## src/rtl/color_blob_tracker.sv

```systemverilog
// color_blob_tracker: per-frame multi-colour blob statistics on a CCD pixel stream.
// Each colour class has a programmable RGB window. Over one frame the block accumulates
// the hit count, first-hit position and bounding box for each colour, then emits a
// one-cycle report after end_frame.
module color_blob_tracker #(
  parameter int PIX_W      = 10,
  parameter int POS_W      = 16,
  parameter int NUM_COLORS = 2,
  parameter int THR_W      = 5,
  parameter int CNT_W      = 20,
  parameter int MIN_PIX    = 16
) (
  input  logic                            clk,
  input  logic                            rst,
  input  logic [PIX_W-1:0]                i_R,
  input  logic [PIX_W-1:0]                i_G,
  input  logic [PIX_W-1:0]                i_B,
  input  logic [POS_W-1:0]                i_X_pos,
  input  logic [POS_W-1:0]                i_Y_pos,
  input  logic                            i_pix_valid,
  input  logic                            new_frame,
  input  logic                            end_frame,
  input  logic [NUM_COLORS*6*THR_W-1:0]   i_thresh,
  output logic                            o_valid,
  output logic [NUM_COLORS-1:0]           o_detect,
  output logic [NUM_COLORS-1:0]           o_first_hit,
  output logic [NUM_COLORS*CNT_W-1:0]     o_count,
  output logic [NUM_COLORS*POS_W-1:0]     o_first_x,
  output logic [NUM_COLORS*POS_W-1:0]     o_first_y,
  output logic [NUM_COLORS*4*POS_W-1:0]   o_bbox
);

  typedef enum logic {IDLE, ACCUM} state_t;
  state_t state;

  logic [CNT_W-1:0] acc_cnt  [NUM_COLORS];
  logic [POS_W-1:0] acc_fx   [NUM_COLORS];
  logic [POS_W-1:0] acc_fy   [NUM_COLORS];
  logic [POS_W-1:0] acc_minx [NUM_COLORS];
  logic [POS_W-1:0] acc_maxx [NUM_COLORS];
  logic [POS_W-1:0] acc_miny [NUM_COLORS];
  logic [POS_W-1:0] acc_maxy [NUM_COLORS];

  logic [CNT_W-1:0] upd_cnt  [NUM_COLORS];
  logic [POS_W-1:0] upd_fx   [NUM_COLORS];
  logic [POS_W-1:0] upd_fy   [NUM_COLORS];
  logic [POS_W-1:0] upd_minx [NUM_COLORS];
  logic [POS_W-1:0] upd_maxx [NUM_COLORS];
  logic [POS_W-1:0] upd_miny [NUM_COLORS];
  logic [POS_W-1:0] upd_maxy [NUM_COLORS];

  logic [CNT_W-1:0] rep_cnt  [NUM_COLORS];
  logic [POS_W-1:0] rep_fx   [NUM_COLORS];
  logic [POS_W-1:0] rep_fy   [NUM_COLORS];
  logic [4*POS_W-1:0] rep_bb [NUM_COLORS];

  logic [NUM_COLORS-1:0] match, hit, first;
  logic accum_en, report;
  logic unused_lsbs;

  function automatic logic in_win(input logic [THR_W-1:0] v,
                                  input logic [THR_W-1:0] lo,
                                  input logic [THR_W-1:0] hi);
    return (v >= lo) && (v <= hi);
  endfunction

  // Only the component MSBs take part in classification.
  always_comb unused_lsbs = ^{i_R[PIX_W-THR_W-1:0], i_G[PIX_W-THR_W-1:0], i_B[PIX_W-THR_W-1:0]};

  // Classification and next accumulator values. new_frame restarts from zero so a
  // pixel on that cycle belongs to the new frame; the report then uses the old
  // accumulators, otherwise it includes the current pixel.
  always_comb begin
    accum_en = (state == ACCUM) || new_frame;
    report   = (state == ACCUM) && end_frame;
    for (int unsigned c = 0; c < NUM_COLORS; c++) begin
      match[c] = i_pix_valid
        && in_win(i_R[PIX_W-1 -: THR_W], i_thresh[(6*c+0)*THR_W +: THR_W], i_thresh[(6*c+1)*THR_W +: THR_W])
        && in_win(i_G[PIX_W-1 -: THR_W], i_thresh[(6*c+2)*THR_W +: THR_W], i_thresh[(6*c+3)*THR_W +: THR_W])
        && in_win(i_B[PIX_W-1 -: THR_W], i_thresh[(6*c+4)*THR_W +: THR_W], i_thresh[(6*c+5)*THR_W +: THR_W]);
      upd_cnt[c]  = new_frame ? '0 : acc_cnt[c];
      upd_fx[c]   = new_frame ? '0 : acc_fx[c];
      upd_fy[c]   = new_frame ? '0 : acc_fy[c];
      upd_minx[c] = new_frame ? '0 : acc_minx[c];
      upd_maxx[c] = new_frame ? '0 : acc_maxx[c];
      upd_miny[c] = new_frame ? '0 : acc_miny[c];
      upd_maxy[c] = new_frame ? '0 : acc_maxy[c];
      hit[c]   = accum_en && match[c];
      first[c] = hit[c] && (upd_cnt[c] == '0);
      if (first[c]) begin
        upd_cnt[c]  = CNT_W'(1);
        upd_fx[c]   = i_X_pos;
        upd_fy[c]   = i_Y_pos;
        upd_minx[c] = i_X_pos;
        upd_maxx[c] = i_X_pos;
        upd_miny[c] = i_Y_pos;
        upd_maxy[c] = i_Y_pos;
      end else if (hit[c]) begin
        if (upd_cnt[c] != '1) upd_cnt[c] = upd_cnt[c] + CNT_W'(1);
        if (i_X_pos < upd_minx[c]) upd_minx[c] = i_X_pos;
        if (i_X_pos > upd_maxx[c]) upd_maxx[c] = i_X_pos;
        if (i_Y_pos < upd_miny[c]) upd_miny[c] = i_Y_pos;
        if (i_Y_pos > upd_maxy[c]) upd_maxy[c] = i_Y_pos;
      end
      rep_cnt[c] = new_frame ? acc_cnt[c] : upd_cnt[c];
      rep_fx[c]  = new_frame ? acc_fx[c]  : upd_fx[c];
      rep_fy[c]  = new_frame ? acc_fy[c]  : upd_fy[c];
      rep_bb[c]  = new_frame ? {acc_maxy[c], acc_miny[c], acc_maxx[c], acc_minx[c]}
                             : {upd_maxy[c], upd_miny[c], upd_maxx[c], upd_minx[c]};
    end
  end

  // State, accumulators and registered report outputs.
  always_ff @(posedge clk or negedge rst) begin
    if (!rst) begin
      state       <= IDLE;
      o_valid     <= 1'b0;
      o_detect    <= '0;
      o_first_hit <= '0;
      o_count     <= '0;
      o_first_x   <= '0;
      o_first_y   <= '0;
      o_bbox      <= '0;
      for (int unsigned c = 0; c < NUM_COLORS; c++) begin
        acc_cnt[c]  <= '0;
        acc_fx[c]   <= '0;
        acc_fy[c]   <= '0;
        acc_minx[c] <= '0;
        acc_maxx[c] <= '0;
        acc_miny[c] <= '0;
        acc_maxy[c] <= '0;
      end
    end else begin
      o_valid     <= report;
      o_first_hit <= first;
      for (int unsigned c = 0; c < NUM_COLORS; c++) begin
        if (report) begin
          o_count[c*CNT_W +: CNT_W]     <= rep_cnt[c];
          o_first_x[c*POS_W +: POS_W]   <= rep_fx[c];
          o_first_y[c*POS_W +: POS_W]   <= rep_fy[c];
          o_bbox[c*4*POS_W +: 4*POS_W]  <= rep_bb[c];
          o_detect[c] <= ({{(32-CNT_W){1'b0}}, rep_cnt[c]} >= 32'(MIN_PIX));
        end
        if (accum_en) begin
          acc_cnt[c]  <= upd_cnt[c];
          acc_fx[c]   <= upd_fx[c];
          acc_fy[c]   <= upd_fy[c];
          acc_minx[c] <= upd_minx[c];
          acc_maxx[c] <= upd_maxx[c];
          acc_miny[c] <= upd_miny[c];
          acc_maxy[c] <= upd_maxy[c];
        end
      end
      case (state)
        IDLE:    if (new_frame) state <= ACCUM;
        ACCUM:   if (end_frame && !new_frame) state <= IDLE;
        default: state <= IDLE;
      endcase
    end
  end

endmodule

```

## config.mk

```make
export PLATFORM = sky130hd
export DESIGN_NAME = color_blob_tracker
export DESIGN_NICKNAME = d
export VERILOG_FILES = /design/src/rtl/color_blob_tracker.sv
export SDC_FILE = /design/constraint.sdc
export NUM_CORES = 1
export LEC_CHECK = 0
export BUFFER_PORTS_ARGS = -buffer_cell sky130_fd_sc_hd__buf_2
export CAP_MARGIN = 40
export CORE_MARGIN = 3
export CORE_UTILIZATION = 31
export DETAILED_ROUTE_END_ITERATION = 8
export MAX_ROUTING_LAYER = met4
export PLACE_DENSITY_LB_ADDON = 0.15
export SYNTH_ARGS = -nofsm -noshare
export SYNTH_HDL_FRONTEND = slang
export SYNTH_SLANG_ARGS = --single-unit
```

## constraint.sdc

```tcl
create_clock -name clk -period 5.1 [get_ports clk]
set_input_delay 1.02 -clock clk [delete_from_list [all_inputs] [get_ports clk]]
set_output_delay 1.02 -clock clk [all_outputs]
set_load 0.01 [all_outputs]
```

Yosys cells after proc, flatten, opt, wreduce, memory -nomap -nowiden:

Cells that the tools add are included.

* register bits: 470
* bits of input ports: 127
* output and inout port bits: 237

* $add $sub $neg: 2
* $lt $le $gt $ge: 22
* eq/ne operators: 2
* multiplexer cells: 59
* bitwise operators: 1
* reduce and logical (&&, ||, !) cells: 22

Operators by type and width (count)
* 16-bit 2-to-1 mux: 44
* 20-bit 2-to-1 mux: 10
* 64-bit 2-to-1 mux: 2
* 16-bit > comparator: 4
* 16-bit < comparator: 4
* 20-bit by 1-bit adder with 20-bit output (second input constant): 2
* 20-bit by 5-bit greater-or-equal comparator with 1-bit output (second input constant): 2
* 20-bit logical NOT: 2
* 20-bit inequality test (second input constant): 2
* 5-bit greater-or-equal comparator: 6
* 5-bit <= comparator: 6
* 1-bit logical AND: 18
* 1-bit 2-to-1 mux: 2
* 1-bit case mux with 2 select lines: 1
* 1-bit logical NOT: 1
* 1-bit logical OR: 1
* 1-bit inverter: 1

Logic depth before layout (Yosys ltp):

* word-level depth: 10
* mapped depth: 19
* mapped depth without buffers: 14

Worst setup path after synthesis:

OpenSTA, ideal clock, no wires.

* path kind: input to register
* start: input new_frame
* end: register o_bbox[117]
* setup time: 137 ps
* arrival: 4567 ps
* setup slack: 396 ps
* stages on the path: 18
* cell sequence: clkinv_1 clkbuf_1 clkbuf_1 clkbuf_1 buf_1 nand2_1 ha_1 nor2b_1 o21a_1 o21a_1 o21a_1 o21a_1 o211ai_1 a31oi_1 o21ai_2 buf_2 mux2i_1 a21oi_1

* word-level cells in the longest chain between the ends: 6
* elaborated cells on any way between the ends: 11

Ends and longest elaborated chain
* start: declaration: RTL line 21 `input logic new_frame,`
* 16-bit 2-to-1 mux: RTL line 87 `upd_maxy[c] = new_frame ? '0 : acc_maxy[c];`
* 16-bit > comparator: RTL line 103 `if (i_Y_pos > upd_maxy[c]) upd_maxy[c] = i_Y_pos;`
* 16-bit 2-to-1 mux: RTL line 103
* 16-bit 2-to-1 mux: RTL line 98 `end else if (hit[c]) begin`
* 16-bit 2-to-1 mux: RTL line 90 `if (first[c]) begin`
* 64-bit 2-to-1 mux (*): RTL line 108 `rep_bb[c] = new_frame ? {acc_maxy[c], acc_miny[c], acc_maxx[c], acc_minx[c]}`
* end signal: indexed assignment: RTL line 141 `o_bbox[c*4*POS_W +: 4*POS_W] <= rep_bb[c];`
* end: declaration: RTL line 30 `output logic [NUM_COLORS*4*POS_W-1:0] o_bbox`

Mark *: on every way between the ends. The rest lies on a longest branch, timed or not.
A chain may end at the register's enable or synchronous reset.

Worst setup path after layout:

* start: input new_frame
* end: register o_detect[0]

* word-level cells in the longest chain between the ends: 7
* elaborated cells on any way between the ends: 12

Ends and longest elaborated chain
* 20-bit 2-to-1 mux: RTL line 81 `upd_cnt[c] = new_frame ? '0 : acc_cnt[c];`
* 20-bit by 1-bit adder with 20-bit output / 20-bit inequality test (equally long branches): RTL line 99 `if (upd_cnt[c] != '1) upd_cnt[c] = upd_cnt[c] + CNT_W'(1);`
* 20-bit 2-to-1 mux: RTL line 99
* 20-bit 2-to-1 mux: RTL line 98
* 20-bit 2-to-1 mux: RTL line 90
* 20-bit 2-to-1 mux (*): RTL line 105 `rep_cnt[c] = new_frame ? acc_cnt[c] : upd_cnt[c];`
* 20-bit by 5-bit greater-or-equal comparator with 1-bit output (*): RTL line 142 `o_detect[c] <= ({{(32-CNT_W){1'b0}}, rep_cnt[c]} >= 32'(MIN_PIX));`
* end signal: indexed assignment: RTL line 142
* end: declaration: RTL line 25 `output logic [NUM_COLORS-1:0] o_detect,`

Marks and branches as above.

==> metrics.txt <==
# TYPE chip_impl_metric gauge
chip_impl_metric{name="buffers_plus_inverters_on_the_worst_setup_path",unit=""} 4
chip_impl_info{name="synth-main-ff-cell",value="sky130_fd_sc_hd__dfrtp_1"} 1
chip_impl_metric{name="grt.overflow.total",unit=""} 0
chip_impl_info{name="synth.top_cells.by_area",value="sky130_fd_sc_hd__dfrtp_1 46%, sky130_fd_sc_hd__ha_1 9.2%, sky130_fd_sc_hd__nand2_1 6.8%"} 1
chip_impl_metric{name="core_area",unit="um^2"} 80940
chip_impl_info{name="critPathTopFamily",value="simple AND/OR/NAND/NOR gates"} 1
chip_impl_info{name="r2r_start",value="acc_cnt[21]"} 1
chip_impl_metric{name="arrival",unit="ps"} 4360
chip_impl_metric{name="groute.layer.met2.usage",unit="%"} 31.90
chip_impl_info{name="gr-max-usage-layer",value="met2"} 1
chip_impl_metric{name="cts_made_buffers",unit=""} 55
chip_impl_metric{name="detailedPlacementHpwl",unit="mm"} 59.61
chip_impl_metric{name="maxClockFrequency",unit="GHz"} 0.2558
chip_impl_metric{name="largest_net_degree_at_the_start_of_global_routing",unit=""} 227
chip_impl_metric{name="post_synthesis_instance_area",unit="um^2"} 25440
chip_impl_metric{name="number_of_synthesized_register_bits",unit=""} 470
chip_impl_metric{name="clock-sinks",unit=""} 470
chip_impl_metric{name="placementRows",unit=""} 104
chip_impl_metric{name="final_layout_size_suffix_gt1_share",unit="%"} 17.63
chip_impl_metric{name="cts_setup_buffers",unit=""} 0
chip_impl_metric{name="power.ir.vdd_worst",unit="mV"} 0.2766
chip_impl_metric{name="final.setup.tns",unit="ps"} 0
chip_impl_metric{name="routed_wire_per_std_cell",unit="um"} 20.15
chip_impl_metric{name="finish.instance_area",unit="um^2"} 30210
chip_impl_metric{name="cts_resized",unit=""} 0
chip_impl_metric{name="drv_cap",unit=""} 0
chip_impl_metric{name="reg2reg_depth",unit=""} 13
chip_impl_info{name="synth_top_cell_by_area",value="sky130_fd_sc_hd__dfrtp_1"} 1
chip_impl_info{name="outcome",value="finished clean"} 1
chip_impl_metric{name="synth.top_cell.area_share",unit="%"} 46.23
chip_impl_metric{name="syn-num-nets",unit=""} 3070
chip_impl_metric{name="power_leakage",unit="nW"} 14.56
chip_impl_metric{name="fraction_of_registers_with_async_set_reset",unit="%"} 100.0
chip_impl_metric{name="finalCoreUtilization",unit="%"} 37.33
chip_impl_info{name="clock-root-buffer",value="sky130_fd_sc_hd__clkbuf_16"} 1
chip_impl_metric{name="fin_crit",unit="ps"} 3910
chip_impl_info{name="critPathLaunch",value="new_frame"} 1
chip_impl_metric{name="die_height",unit="um"} 292.5
chip_impl_info{name="unrepaired_setup_endpoints_after_global_routing",value="false"} 1
chip_impl_metric{name="htreeDepth",unit=""} 2
chip_impl_metric{name="grt_use_met1",unit="%"} 25.52
chip_impl_metric{name="die_area",unit="um^2"} 85550
chip_impl_metric{name="fin_worst_hold_slack",unit="ps"} 419.2
chip_impl_metric{name="cp_max_fo",unit=""} 43
chip_impl_metric{name="worst-r2r-setup-slack",unit="ps"} 1520
chip_impl_metric{name="clk_transition_reported_paths",unit="ps"} 60
chip_impl_metric{name="antenna_violating_nets_remaining",unit=""} 0
chip_impl_metric{name="gate_count_after_technology_mapping",unit=""} 2755
chip_impl_metric{name="setup_viol",unit=""} 0
chip_impl_metric{name="grt_antenna_before_repair",unit=""} 3
chip_impl_metric{name="final-hold-violation-count",unit=""} 0
chip_impl_metric{name="number_of_distinct_library_cell_variants_in_the_gate_level_netlist_after_synthesis",unit=""} 72
chip_impl_metric{name="place.gp.congestion",unit=""} 0.8749
chip_impl_metric{name="dr.pass1.iters",unit=""} 5
chip_impl_metric{name="stage_delay_of_the_slowest_cell_on_the_critical_path",unit="ps"} 510
chip_impl_metric{name="total_power",unit="mW"} 9.066
chip_impl_metric{name="route.detailed.vias_per_inst",unit=""} 5.198
chip_impl_metric{name="postRouteWirelength",unit="mm"} 83.47
chip_impl_info{name="path_class",value="input port to flop"} 1
chip_impl_metric{name="i_o_pin_count",unit=""} 364
chip_impl_info{name="timing.rr.end",value="o_detect[0]"} 1
chip_impl_metric{name="placedInstanceArea",unit="um^2"} 28390
chip_impl_metric{name="worst_pin_slew",unit="ps"} 1031
chip_impl_metric{name="seq_area_frac_synth",unit="%"} 46.23
chip_impl_metric{name="fp.dieW",unit="um"} 292.5
chip_impl_metric{name="layout.nets",unit=""} 3353
chip_impl_info{name="hold_path.class",value="input port to async pin"} 1
chip_impl_metric{name="power.density",unit="nW/um^2"} 300.1
chip_impl_info{name="crit_chain",value="buf_4 > inv_8 > nand2_1 > inv_1 > ha_1 > and3_1 > nand3_1 > nor3_2 > nand3_1 > nand4_1 > buf_4 > nor3_1 > a31oi_1 > a2111oi_2 > a41oi_1"} 1
chip_impl_info{name="critPathSlowestCell",value="sky130_fd_sc_hd__nor3_1"} 1
chip_impl_metric{name="min_period_over_period",unit="%"} 76.66
chip_impl_metric{name="post_cts_hold_buffer_count",unit=""} 0
chip_impl_metric{name="gr-usage-met3",unit="%"} 3.382
chip_impl_metric{name="required",unit="ps"} 5550
chip_impl_info{name="crit_path_end_kind",value="flop"} 1
chip_impl_info{name="worst_setup_path_start_kind",value="input port"} 1
chip_impl_info{name="ys_top_cells_by_count",value="470 x sky130_fd_sc_hd__dfrtp_1, 463 x sky130_fd_sc_hd__nand2_1, 303 x sky130_fd_sc_hd__o21ai_0"} 1
chip_impl_metric{name="grt_use_total",unit="%"} 19.74
chip_impl_metric{name="grt_pass1_wl",unit="mm"} 129.1
chip_impl_metric{name="post-route-drc-count",unit=""} 0
chip_impl_metric{name="cts_max_path_buffers",unit=""} 3
chip_impl_metric{name="first_iter_violations",unit=""} 1420
chip_impl_metric{name="synth_edf_count",unit=""} 0
chip_impl_metric{name="clk_latency",unit="ps"} 610
chip_impl_metric{name="final.setup_skew",unit="ps"} 22.45
chip_impl_info{name="yosys.cell_count.top_type",value="sky130_fd_sc_hd__dfrtp_1"} 1
chip_impl_metric{name="num_vias",unit=""} 21530
chip_impl_metric{name="synth-warning-count",unit=""} 0
chip_impl_metric{name="place.port_buffers",unit=""} 348
chip_impl_metric{name="maxSlewViolCount",unit=""} 0
chip_impl_metric{name="syn_area_per_cell",unit="um^2"} 9.235
chip_impl_info{name="tritoncts",value="done"} 1
chip_impl_metric{name="start_util",unit="%"} 31.44
chip_impl_metric{name="max-slew-margin-rel",unit="%"} 31.28
chip_impl_metric{name="via_count_of_the_first_global_routing_pass",unit=""} 21690
chip_impl_metric{name="syn2layout_area_growth",unit="%"} 18.74
chip_impl_metric{name="critical_path_depth",unit=""} 15
[cells in the final DEF, fill, tap and decap left out, drive strengths merged, types with 26 or more instances in the layout]
| cell type | instances |
|---|---|
| dfrtp | 470 |
| nand2 | 463 |
| buf | 411 |
| o21ai | 320 |
| ha | 188 |
| nor2 | 165 |
| mux2i | 160 |
| nor3 | 106 |
| inv | 94 |
| nand3 | 81 |
| a21oi | 79 |
| clkbuf | 79 |
| nor4 | 49 |
| a21o | 39 |
| o22ai | 38 |
| o31ai | 36 |
| nand4 | 29 |
| nor2b | 26 |
[worst reg2reg max path: cells and delay by family (launching register included)]
kind,cells,cell delay [ps]
AOI/OAI and AO/OA,3,740
adders and majority gates,1,250
buffers and inverters,2,370
DFF,1,410
and+or+nand+nor,7,1660
[per-stage QoR]
stage / cells / setup slack [ps]
floorplan: 2755 / 396.2
CTS: 4140 / 1215
global placement: 4038 / 556.5
global route: 4142 / 919.3
detailed placement: 4041 / 574.5
finish: 4142 / 1190
[where the power goes]
part	internal (mW)	total, mW	switching (mW)	leakage (nW)
Sequential	3.88	3.99	0.112	6.40
Combinational	0.376	1.10	0.729	7.26
Clock	2.32	3.97	1.65	0.897
[worst max-delay path by stage]
| stage | to | slack [ps] |
|---|---|---|
| finish | o_detect[0] | 1190 |
| CTS | o_detect[1] | 1220 |
| global route | o_detect[1] | 920 |
| floorplan | o_bbox[117] | 400 |
| global placement | o_bbox[109] | 560 |
| detailed placement | o_detect[1] | 570 |
[layer usage]
metal  up-vias  wire, um
met5         -         0
met1     10540     36810
li1      10290         -
met4         0      2414
met3       141      4703
met2       560     39550
[kinds of logic (layout without fill, tap and decap cells)]
family,count (synthesis),in the layout,synth area share [%]
AND/OR/NAND/NOR,998,998,17.91
flip-flops,470,470,46.23
adder cells (fa/ha/maj),188,188,9.245
multiplexers,170,170,6.752
buffers and inverters,278,603,4.332
other,0,2,0
XOR/XNOR,40,40,1.377
AO/OA/AOI/OAI,611,611,14.16
[flip-flops by register name, indices dropped and copies added (netlist names)]
register,flops
acc_minx,32
o_first_hit,2
state,1
acc_cnt,40
acc_fx,32
o_valid,1
o_count,40
acc_fy,32
o_bbox,128
o_first_x,32
o_detect,2
acc_miny,32
acc_maxy,32
o_first_y,32
acc_maxx,32
[layout make-up]
class | instances | area (um^2)
clock buffers | 79 | 1597
multi-input cells | 2007 | 12610
diodes | 2 | 5.005
clock inverters | 20 | 217.7
inverters | 93 | 359.1
flip-flops and latches | 470 | 11760
well taps | 1060 | 1326
repair buffers | 411 | 2337
fillers | 8226 | 50730
(Power assumes the default switching activity.)
